`src/rtl/wishbone_mem_arbiter.sv`:
```
// Two-master Wishbone arbiter with a single ownership register and a per-access watchdog.
// Grant is 1 clock after request; slave-side and master-side datapaths are combinational.
module wishbone_mem_arbiter #(
   parameter int unsigned TIMEOUT = 255
) (
   input  logic        clk,
   input  logic        rst,
   // master 0
   input  logic        i_m0_we,
   input  logic        i_m0_stb,
   input  logic        i_m0_cyc,
   input  logic [3:0]  i_m0_sel,
   input  logic [31:0] i_m0_adr,
   input  logic [31:0] i_m0_dat,
   output logic [31:0] o_m0_dat,
   output logic        o_m0_ack,
   output logic        o_m0_int,
   // master 1
   input  logic        i_m1_we,
   input  logic        i_m1_stb,
   input  logic        i_m1_cyc,
   input  logic [3:0]  i_m1_sel,
   input  logic [31:0] i_m1_adr,
   input  logic [31:0] i_m1_dat,
   output logic [31:0] o_m1_dat,
   output logic        o_m1_ack,
   output logic        o_m1_int,
   // memory interconnect
   output logic        o_s_we,
   output logic        o_s_stb,
   output logic        o_s_cyc,
   output logic [3:0]  o_s_sel,
   output logic [31:0] o_s_adr,
   output logic [31:0] o_s_dat,
   input  logic [31:0] i_s_dat,
   input  logic        i_s_ack,
   input  logic        i_s_int,
   // status
   output logic [1:0]  o_grant,
   output logic        o_timeout
);

   localparam int unsigned CW = (TIMEOUT < 1) ? 1 : $clog2(TIMEOUT + 1);
   localparam logic [CW-1:0] TO_C = CW'(TIMEOUT);

   typedef enum logic [1:0] {
      IDLE = 2'd0,
      OWN0 = 2'd1,
      OWN1 = 2'd2
   } state_t;

   state_t        state_q, state_d;
   logic          last_q, last_d;   // 0 = m0 served last, 1 = m1
   logic [CW-1:0] cnt_q, cnt_d;
   logic          tmo_q, tmo_d;

   logic          own_we, own_stb, own_cyc;
   logic [3:0]    own_sel;
   logic [31:0]   own_adr, own_dat;
   logic          active, fire;

   always_ff @(posedge clk) begin
      if (rst) begin
         state_q <= IDLE;
         last_q  <= 1'b1;
         cnt_q   <= '0;
         tmo_q   <= 1'b0;
      end else begin
         state_q <= state_d;
         last_q  <= last_d;
         cnt_q   <= cnt_d;
         tmo_q   <= tmo_d;
      end
   end

   // Ownership only moves when the owner drops cyc; ties in IDLE go to the master not served last.
   always_comb begin
      state_d = state_q;
      case (state_q)
         IDLE: begin
            if (i_m0_cyc && i_m1_cyc) state_d = last_q ? OWN0 : OWN1;
            else if (i_m0_cyc)        state_d = OWN0;
            else if (i_m1_cyc)        state_d = OWN1;
         end
         OWN0: if (!i_m0_cyc) state_d = i_m1_cyc ? OWN1 : IDLE;
         OWN1: if (!i_m1_cyc) state_d = i_m0_cyc ? OWN0 : IDLE;
         default: state_d = IDLE;
      endcase
   end

   always_comb begin
      own_we  = 1'b0;
      own_stb = 1'b0;
      own_cyc = 1'b0;
      own_sel = '0;
      own_adr = '0;
      own_dat = '0;
      case (state_q)
         OWN0: begin
            own_we  = i_m0_we;
            own_stb = i_m0_stb;
            own_cyc = i_m0_cyc;
            own_sel = i_m0_sel;
            own_adr = i_m0_adr;
            own_dat = i_m0_dat;
         end
         OWN1: begin
            own_we  = i_m1_we;
            own_stb = i_m1_stb;
            own_cyc = i_m1_cyc;
            own_sel = i_m1_sel;
            own_adr = i_m1_adr;
            own_dat = i_m1_dat;
         end
         default: ;
      endcase
   end

   // A slave ack in the terminal cycle wins over the watchdog.
   always_comb begin
      active = own_stb && own_cyc;
      fire   = active && !i_s_ack && (cnt_q == TO_C);
      cnt_d  = '0;
      if (active && !i_s_ack && !fire && (state_d == state_q))
         cnt_d = cnt_q + CW'(1);
      tmo_d  = tmo_q || fire;
      last_d = last_q;
      if (state_d == OWN0)      last_d = 1'b0;
      else if (state_d == OWN1) last_d = 1'b1;
   end

   always_comb begin
      o_s_we   = own_we;
      o_s_stb  = own_stb && !fire;
      o_s_cyc  = own_cyc;
      o_s_sel  = own_sel;
      o_s_adr  = own_adr;
      o_s_dat  = own_dat;

      o_m0_ack = 1'b0;
      o_m0_dat = '0;
      o_m1_ack = 1'b0;
      o_m1_dat = '0;
      if (!rst && state_q == OWN0) begin
         o_m0_ack = i_s_ack || fire;
         o_m0_dat = fire ? 32'h0 : i_s_dat;
      end
      if (!rst && state_q == OWN1) begin
         o_m1_ack = i_s_ack || fire;
         o_m1_dat = fire ? 32'h0 : i_s_dat;
      end

      o_m0_int  = i_s_int;
      o_m1_int  = i_s_int;
      o_grant   = {state_q == OWN1, state_q == OWN0};
      o_timeout = tmo_q;
   end

endmodule

```
`config.mk`:
```
export PLATFORM = sky130hd
export DESIGN_NAME = wishbone_mem_arbiter
export DESIGN_NICKNAME = d
export VERILOG_FILES = /design/src/rtl/wishbone_mem_arbiter.sv
export SDC_FILE = /design/constraint.sdc
export NUM_CORES = 1
export LEC_CHECK = 0
export BUFFER_PORTS_ARGS = -buffer_cell sky130_fd_sc_hd__buf_2
export CAP_MARGIN = 20
export CORE_AREA = 2 2 126 128
export DETAILED_ROUTE_END_ITERATION = 16
export DIE_AREA = 0 0 128 130
export PLACE_DENSITY_LB_ADDON = 0.2
export SYNTH_ARGS = -nofsm -noshare
export SYNTH_HDL_FRONTEND = slang
export SYNTH_SLANG_ARGS = --single-unit
```
`constraint.sdc`:
```
create_clock -name clk -period 2.3 [get_ports clk]
set_input_delay 0.23 -clock clk [delete_from_list [all_inputs] [get_ports clk]]
set_output_delay 0.23 -clock clk [all_outputs]
set_load 0.005 [all_outputs]
```
==> impl_metrics.csv <==
group,metric,value,unit
placed_design,hpwl,10.7,mm
synthesis,netlist_area,2350,sq um
worst_setup_path,path_cells,"inv_2, ha_4, a22o_1, and4bb_4, a21oi_4, buf_12, buf_4, and2_1, buf_2",
worst_setup_path,crit_fanout,7,
drt,viasPerCell,4.40,
drt,wire_per_inst,15.9,um
sta,period_needed,2.22,ns
sta,period_share,96.3,%
sta,slew_headroom,57.7,%
drt,vias,3602,
worst_setup_path,critical_path_required,2.07,ns
cts,clk_pin_slew,0.04,ns
pwr,max-vdd-ir-drop,0.000216,V
synthesis,synth_area_leader_cell,"a22oi_1",
final_layout,fin_cells,819,
cts,cts_root_buf,"clkbuf_16",
drt,drt_first_pass_iters,4,
final_layout,multi_input_area,1950,sq um
floorplanning,row_count,46,
cts,clock_sinks,12,
worst_setup_path,worst-path-buf-inv,4,
synthesis,synthArstFlopShare,0,%
pwr,power_density,405,nW/um^2
floorplanning,io_pins,320,
outcome,run_status,"finished, final reports clean",
synthesis,ys_seq_elements,12,
cts,cts_hold_buf,0,
cts,cts_tree,"done",
sta,finalSetupViolations,0,
final_layout,synthToLayoutAreaGrowth,84.0,%
grt,antenna_found_initial,0,
floorplanning,initial_core_util,15.2,%
sta,hold_viol_final,0,
drt,drc_errors,0,
drt,wl,13.0,mm
synthesis,post_synth.cell_area_avg,7.24,sq um
final_layout,layout-drive-gt1-share,56.0,%
sta,fin_skew,0.00349,ns
synthesis,synth_top_flop_cell,"dfxtp_1",
worst_setup_path,worst_path_dominant_cell_family,"buffers and inverters",
cts,cts-buffers-inserted,3,
synthesis,yosysSeqAreaShare,10.2,%
final_layout,regArea,245,sq um
drt,dr.first_iter.drc_count,175,
floorplanning,die_y,130,um
synthesis,synth-edff-count,0,
cts,clockBufferDepth,2,
synthesis,synth_nets,509,
placed_design,placed_cells,810,
sta,drv_slew,0,
grt,grt_pass1_wl,17.0,mm
placed_design,placement.io_buffers,316,
cts,htreeDepth,1,
worst_setup_path,cp_slowest_stage_delay,0.38,ns
worst_setup_path,critPathSlowestCell,"dfxtp_4",
synthesis,syn_inst,324,
placed_design,gp_congestion,0.765,
final_layout,diodes,0,
worst_setup_path,start_kind,"register",
final_layout,finalNetCount,813,
cts,clk_latency,0.24,ns
synthesis,synth_top_cells_by_area,"a22oi_1 (22%), nor2b_1 (19%), and2_1 (17%)",
grt,grt_use_total,13.1,%
sta,fin_setup_tns,0,ns
sta,timing.fmax,451,MHz
grt,grt_overflow,0,
floorplanning,core-area,15400,sq um
sta,tightest_slew,0.632,ns
hold_path,min_path_type,"input port to register",
floorplanning,die_w,128,um
synthesis,synth.top_cell.area_share,22.1,%
floorplanning,die_area,16600,sq um
grt,grt_pass1_vias,3025,
job,cap_violations,0,
worst_setup_path,endpoint_kind,"primary output",
grt,grt_max_degree,72,
worst_setup_path,crit_type,"register to primary output",
worst_setup_path,crit_arrival,1.99,ns
synthesis,ys.warnings.count,0,
final_layout,n_fill_cell,1687,
drt,drt.antenna.violating_nets,0,
pwr,cellLeakagePower,2.29,nW
synthesis,ys_types,40,
cell usage in the layout, fill, tap and decap left out, types with 3 or more instances in the layout:
cell	n
xnor2_1	4
nor2_1	7
buf_2	316
buf_12	3
ha_1	5
a22oi_1	69
and2_1	64
nor4_1	7
dfxtp_1	10
nor2b_1	70
clkbuf_16	5
and3_1	3
nand2_1	3
buf_4	11
nand2b_1	4
o21ai_1	3
a21oi_1	5
final cells by class:
| cell class | instances | area share, % |
|---|---|---|
| Multi-Input combinational cell | 275 | 45.1 |
| Timing Repair Buffer | 333 | 41.3 |
| Clock buffer | 4 | 2.06 |
| Sequential cell | 12 | 5.68 |
| Inverter | 3 | 0.261 |
| Tap cell | 192 | 5.56 |
per-layer routing:
metal  global-route usage (%)  wire length [um]
met5                        0                 0
met3                     2.75              1030
met4                     1.03               116
met1                     15.6              5050
met2                     25.1              6790
synthesized netlist by cell type (2+ instances only):
library cell  instances
clkbuf_1             14
and2b_1               2
nand2_1               3
nor4_1                7
and2_1               64
o21ai_1               3
buf_2                 6
ha_1                  7
a22oi_1              69
a21oi_1               5
nand3_1               2
buf_4                10
buf_1                 4
inv_1                 3
xnor2_1               4
xor2_1                2
nand3b_1              2
a22o_1                2
nor3_1                2
nand2b_1              4
a21oi_4               2
nor2_1                7
nor2b_1              70
and3_1                3
dfxtp_1              12
per-stage QoR:
step / instance area, sq um / utilization [%] / setup slack (ns) / hold slack, ns / total power, W
final: 4320 / 28.0 / 0.0845 / 0.253 / 0.00175
after global routing: 4320 / 28.0 / -0.00213 / 0.264 / 0.00189
after CTS: 4210 / 27.3 / 0.0334 / 0.256 / 0.00173
after detailed placement: 4120 / 26.7 / 0.229 / 0.446 / 0.00137
after global placement: 4120 / 26.7 / 0.303 / 0.442 / 0.00136
after floorplan: 2350 / - / 0.230 / 0.302 / 0.000890
report_power, final:
part / switching, W / total, W / leakage [nW] / internal [W]
clock: 0.0000888 / 0.000351 / 0.0442 / 0.000262
combinational: 0.000589 / 0.00116 / 2.15 / 0.000574
sequential: 0.0000131 / 0.000234 / 0.0982 / 0.000221
total: 0.000691 / 0.00175 / 2.29 / 0.00106
path summary, 6_finish.rpt:
path | startpoint | end | slack, ns | depth (start not counted)
max | state_q[0] | o_m1_dat[4] | 0.08 | 9
min | rst | state_q[0] | 0.25 | 2
max reg2reg | state_q[0] | cnt_q[4] | 0.44 | 6
min reg2reg | cnt_q[0] | cnt_q[0] | 0.46 | 1
logic make-up (layout without fill, tap and decap cells):
logic type | Yosys count | in the layout | share of synthesized area (%)
flops | 12 | 12 | 10.2
xor+xnor | 6 | 6 | 2.24
simple gates | 172 | 172 | 46.9
mux | 1 | 1 | 0.426
buf+inv | 37 | 340 | 7.84
compound gates | 89 | 89 | 28.7
fa+ha+maj | 7 | 7 | 3.73
flip-flops by register name, indices dropped and copies added (netlist names):
signal     cells
cnt_q          8
last_q         1
o_timeout      1
state_q        2
what timing repair did:
action | CTS | global route
hold endpoints to repair | 0 | 0
setup buffers | 0 | 3
gates resized for setup | 1 | 7
pin swaps | 1 | 2
endpoints found under the setup margin | 28 | 60
cloned | 0 | 2
No activity file was read; power rests on OpenSTA's default activity.
